===== src/rtl/demux_stream_pkg.sv =====
// Shared types and constants for the stream demultiplexer.
// Latency: none (declarations only).
// Backpressure: not applicable.
package demux_stream_pkg;

    // Occupancy of one output register
    typedef enum logic {
        ST_EMPTY = 1'b0,
        ST_FULL  = 1'b1
    } ch_state_e;

    // Width of the saturating drop counter
    localparam int DROP_W = 8;

endpackage


===== src/rtl/demux_stream_onehot_decoder.sv =====
// Binary index to one-hot mask decoder, zero for out-of-range index or en=0.
// Latency: combinational.
// Backpressure: not applicable.
module onehot_decoder #(
    parameter int N  = 8,
    parameter int SW = $clog2(N)
) (
    input  logic [SW-1:0] idx,
    input  logic          en,
    output logic [N-1:0]  onehot
);

    // One extra bit so the index can be compared against every position
    // without truncation, even when N is a power of two.
    localparam int SW1 = SW + 1;

    // Set the bit whose position equals idx; indices >= N match nothing
    always_comb begin
        onehot = '0;
        for (int i = 0; i < N; i++) begin
            if (en && ({1'b0, idx} == SW1'(i))) begin
                onehot[i] = 1'b1;
            end
        end
    end

endmodule


===== src/rtl/demux_stream.sv =====
// N-channel stream demux: unicast/broadcast into a one-entry register per channel.
// Latency: beat accepted at edge k is visible on out_valid/out_data in cycle k+1.
// Backpressure: in_ready = all targeted channels free; out-of-range unicast is always taken and dropped.
module demux_stream
    import demux_stream_pkg::*;
#(
    parameter int CH = 8,
    parameter int DW = 8,
    parameter int SW = $clog2(CH)
) (
    input  logic                 clk,
    input  logic                 rst_n,
    input  logic [DW-1:0]        in_data,
    input  logic [SW-1:0]        in_sel,
    input  logic                 in_bcast,
    input  logic                 in_valid,
    output logic                 in_ready,
    output logic [CH*DW-1:0]     out_data,
    output logic [CH-1:0]        out_valid,
    input  logic [CH-1:0]        out_ready,
    output logic                 err_sel,
    output logic [DROP_W-1:0]    drop_cnt
);

    localparam int                SW1     = SW + 1;
    localparam logic [SW:0]       CH_LIM  = SW1'(CH);
    localparam logic [DROP_W-1:0] CNT_MAX = '1;

    logic [CH-1:0] uni_mask;
    logic [CH-1:0] mask;
    logic [CH-1:0] free;
    logic [CH-1:0] load;
    logic          sel_bad;
    logic          accept;
    logic          drop;

    onehot_decoder #(
        .N  (CH),
        .SW (SW)
    ) u_dec (
        .idx    (in_sel),
        .en     (!in_bcast),
        .onehot (uni_mask)
    );

    // Target selection and handshake; in_valid only qualifies accept, never in_ready
    always_comb begin
        mask     = in_bcast ? {CH{1'b1}} : uni_mask;
        sel_bad  = !in_bcast && ({1'b0, in_sel} >= CH_LIM);
        free     = ~out_valid | out_ready;
        in_ready = sel_bad || (&(free | ~mask));
        accept   = in_valid && in_ready;
        drop     = accept && sel_bad;
        load     = mask & {CH{accept}};
    end

    for (genvar i = 0; i < CH; i++) begin : g_ch
        ch_state_e     state_q;
        ch_state_e     state_d;
        logic [DW-1:0] data_q;

        // Channel occupancy register
        always_ff @(posedge clk or negedge rst_n) begin
            if (!rst_n) begin
                state_q <= ST_EMPTY;
            end else begin
                state_q <= state_d;
            end
        end

        // Fill on load; empty only on drain with no refill in the same cycle
        always_comb begin
            state_d = state_q;
            case (state_q)
                ST_EMPTY: if (load[i])                  state_d = ST_FULL;
                ST_FULL:  if (out_ready[i] && !load[i]) state_d = ST_EMPTY;
                default:                                state_d = ST_EMPTY;
            endcase
        end

        // Payload only changes on load, so it holds steady while stalled
        always_ff @(posedge clk or negedge rst_n) begin
            if (!rst_n) begin
                data_q <= '0;
            end else if (load[i]) begin
                data_q <= in_data;
            end
        end

        assign out_valid[i]           = (state_q == ST_FULL);
        assign out_data[i*DW +: DW]   = data_q;
    end

    // One err_sel pulse per dropped beat; counter sticks at its maximum
    always_ff @(posedge clk or negedge rst_n) begin
        if (!rst_n) begin
            err_sel  <= 1'b0;
            drop_cnt <= '0;
        end else begin
            err_sel <= drop;
            if (drop && (drop_cnt != CNT_MAX)) begin
                drop_cnt <= drop_cnt + 1'b1;
            end
        end
    end

endmodule


===== config.mk =====
export PLATFORM = sky130hd
export DESIGN_NAME = demux_stream
export DESIGN_NICKNAME = d
export VERILOG_FILES = /design/src/rtl/demux_stream_pkg.sv /design/src/rtl/demux_stream_onehot_decoder.sv /design/src/rtl/demux_stream.sv
export SDC_FILE = /design/constraint.sdc
export NUM_CORES = 1
export LEC_CHECK = 0
export ABC_AREA = 0
export CAP_MARGIN = 20
export CORE_MARGIN = 8
export CORE_UTILIZATION = 40
export DETAILED_ROUTE_END_ITERATION = 6
export PLACE_DENSITY = 0.67
export SLEW_MARGIN = 15
export SYNTH_ARGS = -nofsm -noshare
export SYNTH_HDL_FRONTEND = slang
export SYNTH_SLANG_ARGS = --single-unit

===== constraint.sdc =====
create_clock -name clk -period 2.35 [get_ports clk]
set_input_delay 0.3525 -clock clk [delete_from_list [all_inputs] [get_ports clk]]
set_output_delay 0.3525 -clock clk [all_outputs]
set_load 0.005 [all_outputs]

* Word-level counts from Yosys, hierarchy flattened *
Cells that the tools add are included.

operators by class
  eq/ne operators = 7
  multiplexer cells = 33
  bitwise gates (word level) = 13
  reduce and logical (&&, ||, !) cells = 28

operators with widths
  operator                                                         number
  1-bit 2-to-1 mux                                                 24
  1-bit logical AND                                                17
  8-bit NOT                                                        2
  8-bit bitwise OR                                                 2
  1-bit one-hot mux with 2 select lines                            8
  3-bit == test, second input constant                             4
  1-bit logical NOT                                                9
  8-bit bitwise AND                                                1
  8-bit 2-to-1 mux                                                 1
  1-bit NOT                                                        8
  8-bit AND reduction                                              1
  3-bit by 2-bit == test with 1-bit output, second input constant  2
  3-bit by 1-bit == test with 1-bit output, second input constant  1
  3-bit logical NOT                                                1

word-level totals
  register bits after elaboration = 72
  input bits = 23
  output and inout port bits = 82
  word-level logic and storage cells = 97

* Logic depth before layout (Yosys ltp) *
Gate-level depths: netlist of the first run.

  depth after elaboration = 13
  mapped depth = 5
  gate-level depth less buffers = 5

* By module *
From an unflattened synthesis of the first run, not the netlist that was laid out.

second synthesis, totals
  cells, all modules = 213
  area, all modules = 3,094.2 um^2

by module, submodules not included
  module          times used  cells an instance  area an instance (um^2)  seq. area each (um^2)
  demux_stream    1           205                2,997.9                  1,801.7
  onehot_decoder  1           8                  96.3                     0.0

* Worst setup path after synthesis of the first run *
No wires, ideal clock.

  kind = input port to flip-flop
  start = in in_bcast
  end = reg g_ch[7].data_q[0]
  library setup time = 125 ps
  arrival = 1,949 ps
  data required time = 2,225 ps
  slack = 276 ps
  stages on the path = 5
  buffers on the path = 1
  cells stage by stage = buf_2 -> o21ai_0 -> nand4_4 -> nor3_4 -> mux2_4

between the ends
  word-level cells in the longest chain between the ends = 9
  elaborated cells on any way between the ends = 23
  classes of those cells = 9 x mux; 3 x bitwise; 11 x reduce/logical

RTL lines
  what                  line                               RTL
  start, declared       demux_stream.sv:15                 input logic in_bcast,
  1-bit logical NOT     n/a
  1-bit logical AND     demux_stream_onehot_decoder.sv:21  if (en && ({1'b0, idx} == SW1'(i))) begin
  1-bit 2-to-1 mux      demux_stream_onehot_decoder.sv:21
  8-bit 2-to-1 mux *    demux_stream.sv:48                 mask = in_bcast ? {CH{1'b1}} : uni_mask;
  8-bit NOT             demux_stream.sv:51                 in_ready = sel_bad || (&(free | ~mask));
  8-bit bitwise OR      demux_stream.sv:51
  8-bit AND reduction   demux_stream.sv:51
  1-bit logical AND     demux_stream.sv:52                 accept = in_valid && in_ready;
  8-bit bitwise AND *   demux_stream.sv:54                 load = mask & {CH{accept}};
  end signal, assigned  demux_stream.sv:86                 data_q <= in_data;
  end, declared         demux_stream.sv:60                 logic [DW-1:0] data_q;

Every way passes the cells marked *; elsewhere a longest branch is shown, timed or not.
A chain may end at the register's enable or synchronous reset.

* Worst setup path after layout of the first run *
  start = in in_sel[0]
  end = out in_ready

between the ends
  word-level cells in the longest chain between the ends = 7
  elaborated cells on any way between the ends = 28
  classes of those cells = 7 x eq/ne; 9 x mux; 2 x bitwise; 10 x reduce/logical

RTL lines
  what                                                              line                               RTL
  start, declared                                                   demux_stream.sv:14                 input logic [SW-1:0] in_sel,
  3-bit by 1-bit == test with 1-bit output (tied with other cells)  demux_stream_onehot_decoder.sv:21
  1-bit logical AND                                                 demux_stream_onehot_decoder.sv:21
  1-bit 2-to-1 mux                                                  demux_stream_onehot_decoder.sv:21
  8-bit 2-to-1 mux *                                                demux_stream.sv:48
  8-bit NOT *                                                       demux_stream.sv:51
  8-bit bitwise OR *                                                demux_stream.sv:51
  8-bit AND reduction *                                             demux_stream.sv:51
  end, declared                                                     demux_stream.sv:17                 output logic in_ready,

Marked as above.

==> results of run 1 <==
==> per-layer routing <==
layer | GRT usage (%) | wire length (um) | vias up
met4 | 4.52 | 62 | 0
met5 | 0 | 0 | -
met3 | 5.91 | 719 | 6
li1 | - | - | 944
met2 | 21.7 | 3570 | 76
met1 | 19.6 | 3720 | 1041
==> placed cells by master, fill, tap and decap left out, drive strengths merged <==
| cell type | count |
|---|---|
| clkdlybuf4s50 | 90 |
| dfrtp | 72 |
| mux2 | 64 |
| buf | 25 |
| o21ai | 14 |
| conb | 9 |
| clkbuf | 9 |
| nor3 | 9 |
| nor2b | 7 |
| or2 | 7 |
| clkinv | 4 |
| nor3b | 3 |
| and3b | 3 |
| dlygate4sd2 | 3 |
| nand4 | 2 |
| inv | 2 |
| a31o | 1 |
| nand3 | 1 |
| nor2 | 1 |
| nand2 | 1 |
| a21o | 1 |
| clkinvlp | 1 |
| bufinv | 1 |
| clkdlybuf4s15 | 1 |
==> flip-flops by register name, summed over array words and instances (netlist names) <==
register,cells
g_ch.data_q,64
g_ch.state_q,8
==> path summary, 6_finish.rpt <==
path / start / endpoint / slack, ns
setup / recovery: in_sel[0] / in_ready / 0.12
hold / removal: rst_n / g_ch[3].data_q[7] / 0.01
setup reg to reg: g_ch[0].state_q / g_ch[4].data_q[2] / 0.44
hold reg to reg: g_ch[3].data_q[1] / g_ch[3].data_q[1] / 0.51
max in group asynchronous: rst_n / g_ch[3].data_q[6] / 1.78
min in group clk: g_ch[3].data_q[1] / g_ch[3].data_q[1] / 0.51
==> final cells by class <==
cell class	count	area, um^2
clock buffer	9	124
clock inverter	7	70.1
fill	627	3130
inverter	1	3.75
multi-input combinational	123	1340
sequential	72	1800
tap	102	128
timing repair buffer	119	1170
==> through the flow <==
step	hold WS [ns]	utilization [%]	setup slack, ns	setup TNS, ns	power (mW)
5_1_grt	0.0497	59.8	0.0224	0	5.77
2_1_floorplan	0.0569	-	0.276	0	3.04
4_1_cts	0.0203	59.7	0.0769	0	5.54
3_5_place_dp	0.395	57.0	-0.325	-18.67	4.52
3_3_place_gp	0.391	57.0	-0.260	-13.34	4.50
6_report	0.0119	59.8	0.117	0	5.44
==> critical path, cell delays in order <==
cell and delay [ns]:
dlygate4sd2_1 0.33, and3b_1 0.24, o21ai_2 0.17, nand4_4 0.13
nor2_2 0.15, clkdlybuf4s50_1 0.52
==> logic make-up (layout without fill, tap and decap cells) <==
family                 Yosys count  after routing  share of synthesized area, %
AND/OR/NAND/NOR                 34             34                          10.1
other                            1              9                         0.116
buffers and inverters           19            136                          4.23
AO/OA/AOI/OAI                   16             16                          2.71
multiplexers                    64             64                          27.0
flip-flops                      72             72                          55.8
==> where the power goes <==
group	switching (mW)	internal (mW)	leakage (nW)
Clock	0.466	0.490	0.0994
Combinational	0.717	1.67	1.07
Sequential	0.318	1.78	0.854
==> metrics.cfg, run 1 <==
[status]
status=finished, final reports clean

[critical_path]
cp.arrival_ns=1.88
rr_worst_depth=7
worstSetupStartpointType=primary input
worst-path-max-fanout=8
path_class=primary input to output pin
endpoint_kind=output pin
crit_required_ns=2.00

[yosys]
ys.flop_type=dfrtp_1
ys_top_cells_by_area=dfrtp_1 (56%), mux2_4 (19%), mux2_2 (8.4%), nor3_4 (4.0%), buf_4 (4.0%)
ys_ff_latch=72
synth.distinct_cells=22
netlist.area_leader.share_pct=55.8
synth.cell_area_um2=3230
synth_area_per_cell_um2=15.7
async_flop_share_pct=100
synth_edf_count=0
syn_inst=206
ys_warn_count=0
yosys.area.top_type=dfrtp_1
yosys-top-cells-count=dfrtp_1 (72), mux2_4 (40), mux2_2 (24)
yosysMostFrequentCell=dfrtp_1
ys_seq_area_share_pct=55.8

[floorplanning]
ioPinCount=105
die_w_um=106
num_rows=32
fp.dieH_um=106
core_um2=7770
die-area_um2=11200
start_util_pct=41.5

[sta]
worstMarginPinSlew_ns=0.580
maxSlewHeadroom_pct=61.3
fin_crit_sh_pct=95.0
period_needed_ns=2.23
setup_viol=0
rsz0062_at_grt=no
maxSlewViolCount=0
hold_violations=0
fin_skew_ns=0.0102
timing.fmax_ghz=0.448

[drt]
routed_wl_mm=8.08
num_vias=2067
dr.pass1.iters=4
wl_per_cell_um=18.6
drtIter0Drc=83
antenna_left=0
vias_per_cell=4.77
drc=0

[cells_and_area]
finalNonFillerCells=433
drive_gt1_share_pct=38.4
syn_to_final_growth_pct=43.9
antenna_cells=0
fin_nets=349
design_area_um2=4640

[clock_network]
clkSlewWorstSetupHoldPaths_ns=0.07
cts_buffer_depth=2
cts_tree=done
clock_sinks=72
cts_buffers=9
ctsHtreeMaxLevel=3
cts_hold_buf=0
post_cts_resized=12
cts_setup_buffers=0
cts_root_buffer=clkbuf_8
clk-insertion-delay-late_ns=0.33

[place]
dpl_cell_area_um2=4430
port_buffers=95
place_hpwl_mm=5.91
gp_congestion=0.786
dp.cells=417

[hold_path]
hp-class=primary input to asynchronous set/reset pin

[grt]
grt.overflow.total=0
grt_pass1_wl_mm=13.0
grt_pass1_vias=2302
grt_max_degree=46
track_usage_pct=14.8
antenna_found_initial=0

[power_and_ir_drop]
p_leak_nw=2.02
peakVddDrop_v=0.000587
p_per_area_nw_per_um2=1170

[flow_run]
max-cap-violations=0

Note: power is estimated with default switching activity, not from simulation.
==> run 2, diff against run 1 <==
--- a/config.mk
+++ b/config.mk
@@ -10,6 +10,7 @@
 export CORE_MARGIN = 8
 export CORE_UTILIZATION = 40
 export DETAILED_ROUTE_END_ITERATION = 6
+export GPL_TIMING_DRIVEN = 0
 export PLACE_DENSITY = 0.67
 export SLEW_MARGIN = 15
 export SYNTH_ARGS = -nofsm -noshare
==> metrics.cfg, run 2 (same netlist as run 1, synthesis figures left out) <==
[power_and_ir_drop]
swShare_pct=26.8  ; -0.74 points
clock_power_share_pct=17.9  ; +0.3 points
switchingPower_mw=1.45  ; -3.6%
combPwrFrac_pct=43.5  ; -0.4 points
p_per_area_nw_per_um2=1170  ; about the same
power.internal_mw=3.95  ; +0.12%
p_leak_nw=2.00  ; -1.1%
peakVddDrop_v=0.000620  ; +5.5%
seqPwrFrac_pct=38.6  ; about the same

[grt]
track_usage_pct=14.3  ; -0.50 points
antenna_found_initial=0  ; unchanged
grt_pass1_wl_mm=12.5  ; -4.2%
grt_max_degree=41  ; -11%
grt.overflow.total=0  ; unchanged
grt_pass1_vias=2234  ; -3.0%

[flow_run]
max-cap-violations=0  ; unchanged

[floorplanning]
ioPinCount=105  ; unchanged
fp.dieH_um=106  ; unchanged
core_um2=7770  ; unchanged
start_util_pct=41.5  ; unchanged
die_w_um=106  ; unchanged
die-area_um2=11200  ; unchanged
num_rows=32  ; unchanged

[sta]
maxSlewHeadroom_pct=50.7  ; -11 points
hold_violations=0  ; unchanged
fin_skew_ns=0.00707  ; -0.00309 ns
rsz0062_at_grt=no
maxSlewViolCount=0  ; unchanged
hold-worst-slack_ns=0.491  ; +0.479 ns
setup_viol=0  ; unchanged
fin_crit_sh_pct=96.9  ; +1.9 points
timing.fmax_ghz=0.439  ; -2.0%
worstMarginPinSlew_ns=0.738  ; +0.158 ns
period_needed_ns=2.28  ; +0.0450 ns

[critical_path]
endpoint_kind=output pin
rr_worst_depth=6  ; -1
path_class=primary input to output pin
rrSetupSlack_ns=0.24  ; -0.20 ns
rr_startpoint=g_ch[0].state_q
worstSetupStartpointType=primary input
worstReg2RegEnd=g_ch[1].data_q[2]
worst-path-max-fanout=8  ; unchanged
cp.arrival_ns=1.93  ; +0.05 ns
crit_required_ns=2.00  ; about the same

[cells_and_area]
final_common_cell=clkdlybuf4s50_1
utilization_pct=59.3  ; -0.50 points
nFillCells=627  ; unchanged
regMostFlops=g_ch.data_q
syn_to_final_growth_pct=42.7
multiInputGateArea_um2=1330  ; -0.75%
fin_nets=348  ; -0.29%
top_regs=g_ch.data_q (64), g_ch.state_q (8)
seq_area_um2=1800  ; unchanged
largest_register_ffs=64  ; unchanged
drive_gt1_share_pct=36.8  ; -1.6 points
antenna_cells=0  ; unchanged
final_cell_mix=clkdlybuf4s50_1 (90), dfrtp_1 (72), mux2_4 (40)

[drt]
drc=0  ; unchanged
routed_wl_mm=7.69  ; -4.8%
wl_per_cell_um=17.8  ; -4.4%
antenna_left=0  ; unchanged
vias_per_cell=4.78  ; +0.17%
num_vias=2061  ; -0.29%
drtIter0Drc=59  ; -29%
dr.pass1.iters=6  ; +2

[hold_path]
hp-class=primary input to asynchronous set/reset pin

[clock_network]
clkSlewWorstSetupHoldPaths_ns=0.07  ; about the same
clock_sinks=72  ; unchanged
ctsHtreeMaxLevel=3  ; unchanged
cts_buffers=9  ; unchanged
cts_tree=done
cts_root_buffer=clkbuf_8
cts_buffer_depth=2  ; unchanged
clk-insertion-delay-late_ns=0.33  ; about the same

[place]
port_buffers=95  ; unchanged
gp_congestion=0.752  ; -4.3%
place_hpwl_mm=5.35  ; -9.5%

[status]
status=finished, final reports clean

==> run 2: changes by cell type in the layout (fill, tap and decap cells not counted), moves of 2 or more <==
| cell | previous run | this run |
|---|---|---|
| clkinvlp_4 | 1 | 3 |
| buf_12 | 4 | 2 |
| clkinv_2 | 3 | 1 |
| o21ai_1 | 2 | 4 |
| o21ai_2 | 5 | 3 |
==> run 2: power by group through the flow <==
stage          Sequential [mW]  Combinational [mW]  Clock [mW]
6_report                  2.08                2.35       0.967
5_1_grt                   2.16                2.52        1.06
4_1_cts                   2.09                2.40        1.00
3_5_place_dp              2.10                2.36           0
3_3_place_gp              2.09                2.33           0
2_1_floorplan             2.11               0.931           0
==> run 2: cell type report <==
cell class / count / area share [%]
multi-input combinational: 123 / 28.9
clock buffer: 10 / 2.99
clock inverter: 5 / 1.25
tap: 102 / 2.77
sequential: 72 / 39.1
buffer: 18 / 2.94
inverter: 1 / 0.0815
timing repair buffer: 100 / 21.9
==> run 2: routing by layer <==
layer  share of wire, %  track usage (%)  vias to the layer above
met5                  0                0                        -
met4                1.7             5.63                        0
met1                 44             17.7                     1022
met3                 11             7.43                       11
met2                 44             20.6                       74
li1                   -                -                      954
==> run 2: per-stage QoR <==
stage	instances	area [um^2]	total power [mW]	setup slack, ns	TNS (ns)
after floorplan	214	3260	3.04	0.276	0
after global placement	411	4340	4.42	-1.60	-154.29
after detailed placement	412	4350	4.46	-0.627	-39.76
after CTS	431	4600	5.49	0.0915	0
after global routing	431	4600	5.74	0.00839	0
final	431	4600	5.39	0.0720	0
==> run 2: timing repair <==
item | in CTS | in global routing
gates cloned | 0 | 0
gates resized for setup | 9 | 2
buffers inserted | 3 | 0
hold buffers | 1 | 0
hold endpoints to repair | 32 | 0
pin swaps | 2 | 0
setup endpoints to repair | 67 | 8
==> run 2: worst max-delay path, stage by stage <==
cell	delay, ns
dlygate4sd2_1	0.35
and3b_1	0.23
o21ai_1	0.21
nand4_4	0.14
nor2_1	0.13
clkdlybuf4s50_1	0.52
==> run 2: how the worst max path moves through the flow <==
stage / from / to / slack, ns / cells after the start
2_1_floorplan: in_bcast / g_ch[7].data_q[0] / 0.28 / 5
3_3_place_gp: rst_n / g_ch[6].state_q / -1.60 / 1
3_5_place_dp: in_bcast / g_ch[1].data_q[5] / -0.63 / 6
4_1_cts: in_sel[2] / in_ready / 0.09 / 6
5_1_grt: in_sel[2] / in_ready / 0.008 / 6
6_report: in_sel[2] / in_ready / 0.07 / 6
